--- config.mk ---
export PLATFORM = sky130hd
export DESIGN_NAME = decm
export DESIGN_NICKNAME = d
export VERILOG_FILES = /design/src/rtl/decm.sv
export SDC_FILE = /design/constraint.sdc
export NUM_CORES = 1
export LEC_CHECK = 0
export ABC_AREA = 1
export BUFFER_PORTS_ARGS = -buffer_cell sky130_fd_sc_hd__buf_4
export CORE_MARGIN = 2
export CORE_UTILIZATION = 41
export DETAILED_ROUTE_END_ITERATION = 12
export GPL_TIMING_DRIVEN = 0
export PLACE_DENSITY = 0.69
export SLEW_MARGIN = 25
export SYNTH_ARGS = -nofsm -noshare
export SYNTH_HDL_FRONTEND = slang
export SYNTH_SLANG_ARGS = --single-unit
export TNS_END_PERCENT = 1
--- constraint.sdc ---
create_clock -name clk_i -period 2 [get_ports clk_i]
set_input_delay 0.1 -clock clk_i [delete_from_list [all_inputs] [get_ports clk_i]]
set_output_delay 0.1 -clock clk_i [all_outputs]
set_load 0.02 [all_outputs]
--- src/rtl/decm.sv ---
// decm: RV32I decode stage with a two-entry (output + skid) elastic buffer on a valid/ready path.
// Optional CSR instruction decode is enabled by defining ECAP5_DPROC_ZICSR_EN.
module decm (
    input  logic        clk_i,
    input  logic        rst_i,
    input  logic        flush_i,
    input  logic        input_valid_i,
    output logic        input_ready_o,
    input  logic [31:0] instr_i,
    input  logic [31:0] pc_i,
    output logic        output_valid_o,
    input  logic        output_ready_i,
    output logic [31:0] pc_o,
    output logic [3:0]  opclass_o,
    output logic [4:0]  rd_o,
    output logic [4:0]  rs1_o,
    output logic [4:0]  rs2_o,
    output logic [2:0]  func3_o,
    output logic [6:0]  func7_o,
    output logic [31:0] imm_o
);

    localparam logic [3:0] CLS_LUI     = 4'd0;
    localparam logic [3:0] CLS_AUIPC   = 4'd1;
    localparam logic [3:0] CLS_JAL     = 4'd2;
    localparam logic [3:0] CLS_JALR    = 4'd3;
    localparam logic [3:0] CLS_BRANCH  = 4'd4;
    localparam logic [3:0] CLS_LOAD    = 4'd5;
    localparam logic [3:0] CLS_STORE   = 4'd6;
    localparam logic [3:0] CLS_OP_IMM  = 4'd7;
    localparam logic [3:0] CLS_OP      = 4'd8;
    localparam logic [3:0] CLS_FENCE   = 4'd9;
    localparam logic [3:0] CLS_SYSTEM  = 4'd10;
    localparam logic [3:0] CLS_ILLEGAL = 4'd15;

    localparam logic [4:0] OPC_LUI    = 5'b01101;
    localparam logic [4:0] OPC_AUIPC  = 5'b00101;
    localparam logic [4:0] OPC_JAL    = 5'b11011;
    localparam logic [4:0] OPC_JALR   = 5'b11001;
    localparam logic [4:0] OPC_BRANCH = 5'b11000;
    localparam logic [4:0] OPC_LOAD   = 5'b00000;
    localparam logic [4:0] OPC_STORE  = 5'b01000;
    localparam logic [4:0] OPC_OP_IMM = 5'b00100;
    localparam logic [4:0] OPC_OP     = 5'b01100;
    localparam logic [4:0] OPC_FENCE  = 5'b00011;
    localparam logic [4:0] OPC_SYSTEM = 5'b11100;

    localparam logic [31:0] WORD_ECALL  = 32'h0000_0073;
    localparam logic [31:0] WORD_EBREAK = 32'h0010_0073;

    typedef struct packed {
        logic [31:0]        pc;
        logic [3:0]         opclass;
        logic [4:0]         rd;
        logic [4:0]         rs1;
        logic [4:0]         rs2;
        logic [2:0]         func3;
        logic [6:0]         func7;
        logic signed [31:0] imm;
    } entry_t;

    function automatic logic signed [31:0] imm_i(input logic [31:0] w);
        return {{20{w[31]}}, w[31:20]};
    endfunction

    function automatic logic signed [31:0] imm_s(input logic [31:0] w);
        return {{20{w[31]}}, w[31:25], w[11:7]};
    endfunction

    function automatic logic signed [31:0] imm_b(input logic [31:0] w);
        return {{19{w[31]}}, w[31], w[7], w[30:25], w[11:8], 1'b0};
    endfunction

    function automatic logic signed [31:0] imm_u(input logic [31:0] w);
        return {w[31:12], 12'h000};
    endfunction

    function automatic logic signed [31:0] imm_j(input logic [31:0] w);
        return {{11{w[31]}}, w[31], w[19:12], w[20], w[30:21], 1'b0};
    endfunction

    function automatic logic system_legal(input logic [31:0] w);
`ifdef ECAP5_DPROC_ZICSR_EN
        if (w[14:12] != 3'b000 && w[14:12] != 3'b100) begin
            return 1'b1;
        end
`endif
        return (w == WORD_ECALL) || (w == WORD_EBREAK);
    endfunction

    function automatic logic shift_imm_illegal(input logic [2:0] f3, input logic [6:0] f7);
        return (f3 == 3'b001 && f7 != 7'h00) ||
               (f3 == 3'b101 && f7 != 7'h00 && f7 != 7'h20);
    endfunction

    function automatic logic op_legal(input logic [2:0] f3, input logic [6:0] f7);
        return (f7 == 7'h00) || (f7 == 7'h20 && (f3 == 3'b000 || f3 == 3'b101));
    endfunction

    // Register fields pass through untouched; only opclass and imm depend on legality.
    function automatic entry_t decode(input logic [31:0] w, input logic [31:0] pc);
        entry_t e;
        e.pc      = pc;
        e.rd      = w[11:7];
        e.rs1     = w[19:15];
        e.rs2     = w[24:20];
        e.func3   = w[14:12];
        e.func7   = w[31:25];
        e.opclass = CLS_ILLEGAL;
        e.imm     = '0;
        if (w[1:0] == 2'b11) begin
            case (w[6:2])
                OPC_LUI: begin
                    e.opclass = CLS_LUI;
                    e.imm     = imm_u(w);
                end
                OPC_AUIPC: begin
                    e.opclass = CLS_AUIPC;
                    e.imm     = imm_u(w);
                end
                OPC_JAL: begin
                    e.opclass = CLS_JAL;
                    e.imm     = imm_j(w);
                end
                OPC_JALR: begin
                    if (w[14:12] == 3'b000) begin
                        e.opclass = CLS_JALR;
                        e.imm     = imm_i(w);
                    end
                end
                OPC_BRANCH: begin
                    e.opclass = CLS_BRANCH;
                    e.imm     = imm_b(w);
                end
                OPC_LOAD: begin
                    e.opclass = CLS_LOAD;
                    e.imm     = imm_i(w);
                end
                OPC_STORE: begin
                    e.opclass = CLS_STORE;
                    e.imm     = imm_s(w);
                end
                OPC_OP_IMM: begin
                    if (!shift_imm_illegal(w[14:12], w[31:25])) begin
                        e.opclass = CLS_OP_IMM;
                        e.imm     = imm_i(w);
                    end
                end
                OPC_OP: begin
                    if (op_legal(w[14:12], w[31:25])) begin
                        e.opclass = CLS_OP;
                    end
                end
                OPC_FENCE: begin
                    e.opclass = CLS_FENCE;
                end
                OPC_SYSTEM: begin
                    if (system_legal(w)) begin
                        e.opclass = CLS_SYSTEM;
                        e.imm     = {20'h00000, w[31:20]};
                    end
                end
                default: begin
                    e.opclass = CLS_ILLEGAL;
                end
            endcase
        end
        return e;
    endfunction

    entry_t dec_p0;
    entry_t out_p1;
    entry_t skid_p1;
    logic   out_vld_p1;
    logic   skid_vld_p1;
    logic   accept;
    logic   emit;

    assign dec_p0        = decode(instr_i, pc_i);
    assign input_ready_o = rst_i & ~skid_vld_p1;
    assign accept        = input_valid_i & input_ready_o;
    assign emit          = out_vld_p1 & output_ready_i;

    // ---- stage p0 -> p1: output register plus skid entry ----
    // A full skid implies input_ready_o was low, so no accept can coincide with a skid drain.
    always_ff @(posedge clk_i) begin
        if (!rst_i) begin
            out_vld_p1  <= 1'b0;
            skid_vld_p1 <= 1'b0;
            out_p1      <= '0;
            skid_p1     <= '0;
        end else if (flush_i) begin
            out_vld_p1  <= 1'b0;
            skid_vld_p1 <= 1'b0;
        end else if (!out_vld_p1 || emit) begin
            if (skid_vld_p1) begin
                out_p1      <= skid_p1;
                out_vld_p1  <= 1'b1;
                skid_vld_p1 <= 1'b0;
            end else begin
                out_vld_p1 <= accept;
                if (accept) begin
                    out_p1 <= dec_p0;
                end
            end
        end else if (accept) begin
            skid_p1     <= dec_p0;
            skid_vld_p1 <= 1'b1;
        end
    end

    assign output_valid_o = out_vld_p1;
    assign pc_o           = out_p1.pc;
    assign opclass_o      = out_p1.opclass;
    assign rd_o           = out_p1.rd;
    assign rs1_o          = out_p1.rs1;
    assign rs2_o          = out_p1.rs2;
    assign func3_o        = out_p1.func3;
    assign func7_o        = out_p1.func7;
    assign imm_o          = out_p1.imm;

endmodule

==> impl_results.md <==
- Proportion of netlist area held by the largest area contributor: 43.07%
- Pins over their slew limit: 0
- Critical path launch point type: flip-flop
- Worst R2R Setup Slack: 0.02 ns
- Clock tree from TritonCTS: built
- Start point of the worst min-delay path: instr_i[31]
- Cell types with the highest counts after synthesis: 199 x sky130_fd_sc_hd__o21ai_0, 188 x sky130_fd_sc_hd__dfxtp_1, 188 x sky130_fd_sc_hd__nand2_1
- Cell depth of the worst hold path: 3
- HPWL after DPL: 21280 µm
- DRC errors left: 0
- Largest net degree at the start of global routing: 20
- PortBufs: 162
- Post-Route WL: 29170 µm
- Crit path DAT: 2.32 ns
- Number of failing setup endpoints in the final timing report: 0
- Capture point of the worst reg-to-reg path: skid_p1[77]
- Placeable core area: 20960 µm²
- Sw power: 2.402 mW
- Net Sw Frac: 28.30%
- Remaining number of nets flagged by the antenna check after routing: 0
- Fin Clk Skew: 0.01192 ns
- Initial cell density of the core: 41.70%
- Post-synth EDFFs: 0
- Largest driver fanout on the critical path: 10
- Crit path max-delay family: simple AND/OR/NAND/NOR gates
- DRT iter0 DRCs: 651
- Global-route wire length before repair: 45480 µm
- Drt first pass iters: 5
- Minimum clock period: 1.979 ns
- WL per Instance: 17.04 µm
- Synthesis Warnings: 0
- Series of cell instances along the critical path: inv_1 -> nor2_1 -> inv_1 -> nor3_4 -> inv_2 -> clkbuf_1 -> nor2_1 -> nor2_1
- Number of flip-flops and latches in the synthesized netlist: 188
- Worst setup slack after placement: -0.2203 ns
- Floorplan die width: 150.0 µm
- Synthesis-to-layout area growth: 31.24%
- Placed standard-cell area: 10300 µm²
- Type of the worst setup path: flip-flop to flip-flop
- Post-synth design cell area: 8738 µm²
- Number of standard cells in the layout, taps in and fillers out: 1712
- Instance count after placement with tap cells included: 1624
- Setup repair after global routing missed its margin: true
- CTS clock-pin slew for the worst setup and hold paths: 0.08 ns
- Clk Latency, worst-skew pair: 0.45 ns
- Peak ir drop on the vdd network: 619.0 µV
- IO Pins: 164
- Clock sink count: 188
- Tightest Pin Transition: 0.7109 ns
- Sequential area share after synthesis: 43.07%
- Area of the multi-input gates: 4357 µm²
- Leakage power: 4.940 nW
- Worst r2r src: output_valid_o
- Cell with the largest stage delay on the worst path: sky130_fd_sc_hd__nor3_4
- Routability cong.: 0.9292
- Overall die height: 150.0 µm
- Setup_tns: 0 ns
- Clock network fraction of total power: 40.9%
- Site Rows: 53
- Leading cell type by number of instances after synthesis: sky130_fd_sc_hd__o21ai_0
- Sequential cell area in the final layout: 3765 µm²
- Via count of the first global-routing pass: 8817
- Number of fillers in the final layout: 2035
- Final worst path period share: 98.93%
- Number of buffers inserted during clock tree synthesis: 17
- Count of antenna diodes in the layout: 0
- Final worst hold slack: 0.004601 ns
- Reg power frac: 46.0%
- Fraction of final layout cells with drive strength greater than 1: 23.24%
- Synthesized Nets: 1256
- Longest Clk Path Bufs: 2
- Initial antenna violation count: 0
- Most frequent cell on the critical path: sky130_fd_sc_hd__nor2_1
- Combinational share of power: 13.1%
- Cell count after synthesis: 1187
- Result of the run: completed
- Combined buffer and inverter count along the critical path: 4
- Synth cell types: 32
- Design area: 11470 µm²
- Total internal power: 6.084 mW
- Normalized max-slew margin: 52.61%
- Leading cell types by total area after synthesis: sky130_fd_sc_hd__dfxtp_1 43%, sky130_fd_sc_hd__o21ai_0 11%, sky130_fd_sc_hd__nand2_1 8.1%, sky130_fd_sc_hd__nor2_1 6.7%, sky130_fd_sc_hd__a21oi_1 6.1%
- Max Freq: 505.4 MHz
- Library cell with the largest summed area after synthesis: sky130_fd_sc_hd__dfxtp_1
- Layout Nets: 1493
- Setup ws final: 0.02140 ns
- Most instantiated flip-flop cell in the synthesis netlist: sky130_fd_sc_hd__dfxtp_1
- Total chip power: 8.487 mW
- Overflow left after global routing: 0
- Count of endpoints failing hold in the final timing report: 0
- Worst path required time: 2.34 ns
- Kind of path behind the tightest hold check: input port to flip-flop
- Max stage delay on crit path: 0.47 ns
- Post-synthesis async set-or-reset flop share: 0%
- Type of destination of the critical path: flip-flop
- Reg2reg path depth: 8
- Power density normalized to cell area: 740.0 nW/µm²
- Util after Layout: 54.73%
- Number of max-cap violations: 0
- Number of vias after detailed routing: 9168
- GRT Overall Usage: 25.89%
- Root Buffer: sky130_fd_sc_hd__clkbuf_16
- CTS H-Tree Depth: 4
- Vias per std cell: 5.355
- Capture endpoint of the worst hold path: func7_o[6]
- Area of the die: 22500 µm²
- Post-synthesis area per instance: 7.362 µm²
[tightest hold or removal path, cell delays in order]
cell                      delay [ns]
sky130_fd_sc_hd__buf_4          0.16
sky130_fd_sc_hd__nand2_1        0.07
sky130_fd_sc_hd__a31oi_1        0.07
[power groups by stage]
stage          clock network [mW]  logic, mW  registers (mW)
2_1_floorplan                   0      0.423            4.10
3_3_place_gp                    0      0.998            3.99
3_5_place_dp                    0       1.00            3.99
4_1_cts                      3.48       1.10            3.91
5_1_grt                      3.65       1.19            3.92
6_report                     3.47       1.11            3.91
[sequential cells by signal (all words and copies together), names as in the netlist]
| name | cells |
|---|---|
| output_valid_o | 1 |
| func3_o | 3 |
| imm_o | 32 |
| rd_o | 5 |
| skid_p1 | 93 |
| skid_vld_p1 | 1 |
| opclass_o | 4 |
| rs1_o | 5 |
| rs2_o | 5 |
| func7_o | 7 |
| pc_o | 32 |
[cells by family (layout without fill, tap and decap cells)]
logic type | count (synthesis) | after routing | share of synthesized area (%)
simple gates | 457 | 457 | 24.67
buf+inv | 141 | 391 | 7.073
compound gates | 401 | 401 | 25.19
flops | 188 | 188 | 43.07
[cells in the final DEF, fill, tap and decap left out, types with 2 or more instances in the layout]
cell,instances
sky130_fd_sc_hd__clkbuf_2,4
sky130_fd_sc_hd__a21oi_2,29
sky130_fd_sc_hd__nand2_1,188
sky130_fd_sc_hd__clkbuf_16,17
sky130_fd_sc_hd__inv_1,36
sky130_fd_sc_hd__dlygate4sd3_1,57
sky130_fd_sc_hd__nand3_2,23
sky130_fd_sc_hd__inv_2,11
sky130_fd_sc_hd__clkinv_8,3
sky130_fd_sc_hd__inv_6,8
sky130_fd_sc_hd__a21oi_1,106
sky130_fd_sc_hd__dfxtp_1,187
sky130_fd_sc_hd__buf_6,2
sky130_fd_sc_hd__buf_4,171
sky130_fd_sc_hd__nand3b_1,4
sky130_fd_sc_hd__nor2_1,156
sky130_fd_sc_hd__a31oi_1,57
sky130_fd_sc_hd__buf_1,2
sky130_fd_sc_hd__nor3_4,2
sky130_fd_sc_hd__nor3_1,2
sky130_fd_sc_hd__o22ai_1,4
sky130_fd_sc_hd__nand4_1,9
sky130_fd_sc_hd__nor2_2,5
sky130_fd_sc_hd__nand3_1,37
sky130_fd_sc_hd__o21ai_1,3
sky130_fd_sc_hd__nor2_4,2
sky130_fd_sc_hd__clkbuf_1,53
sky130_fd_sc_hd__nand2_4,12
sky130_fd_sc_hd__o21ai_0,199
sky130_fd_sc_hd__buf_2,23
sky130_fd_sc_hd__nand2_2,14
[layer usage]
layer | vias up | track usage (%) | wire length (µm)
met3 | 57 | 4.756 | 2067
met1 | 4257 | 34.30 | 12930
met5 | - | 0 | 0
met4 | 0 | 8.915 | 739
met2 | 357 | 42.37 | 13430
li1 | 4497 | - | -
[what timing repair did]
action / 4_1_cts / 5_1_grt
hold buffers: 57 / 0
hold endpoints to repair: 100 / 0
endpoints found under the setup margin: 118 / 141
gates resized for setup: 1 / 9
buffers inserted: 0 / 0
[cell type report]
class,instances,area share [%]
clock buffers,18,3.742
flip-flops and latches,188,32.83
plain buffers,93,3.862
repair buffers,219,15.58
inverters,47,1.538
well taps,275,3.000
multi-input cells,858,37.99
clock inverters,14,1.462
[how the worst max path moves through the flow]
stage                               from          end  slack [ns]  depth (start not counted)
after floorplan              skid_vld_p1  skid_p1[21]        0.26                          7
after global placement       skid_vld_p1    imm_o[20]       -0.17                          9
after detailed placement     skid_vld_p1    imm_o[23]       -0.22                          9
after CTS                    skid_vld_p1  skid_p1[68]       0.006                          7
after global routing         skid_vld_p1  skid_p1[77]       -0.05                          7
final                     output_valid_o  skid_p1[77]        0.02                          8
Note: power is estimated with default switching activity, not from simulation.
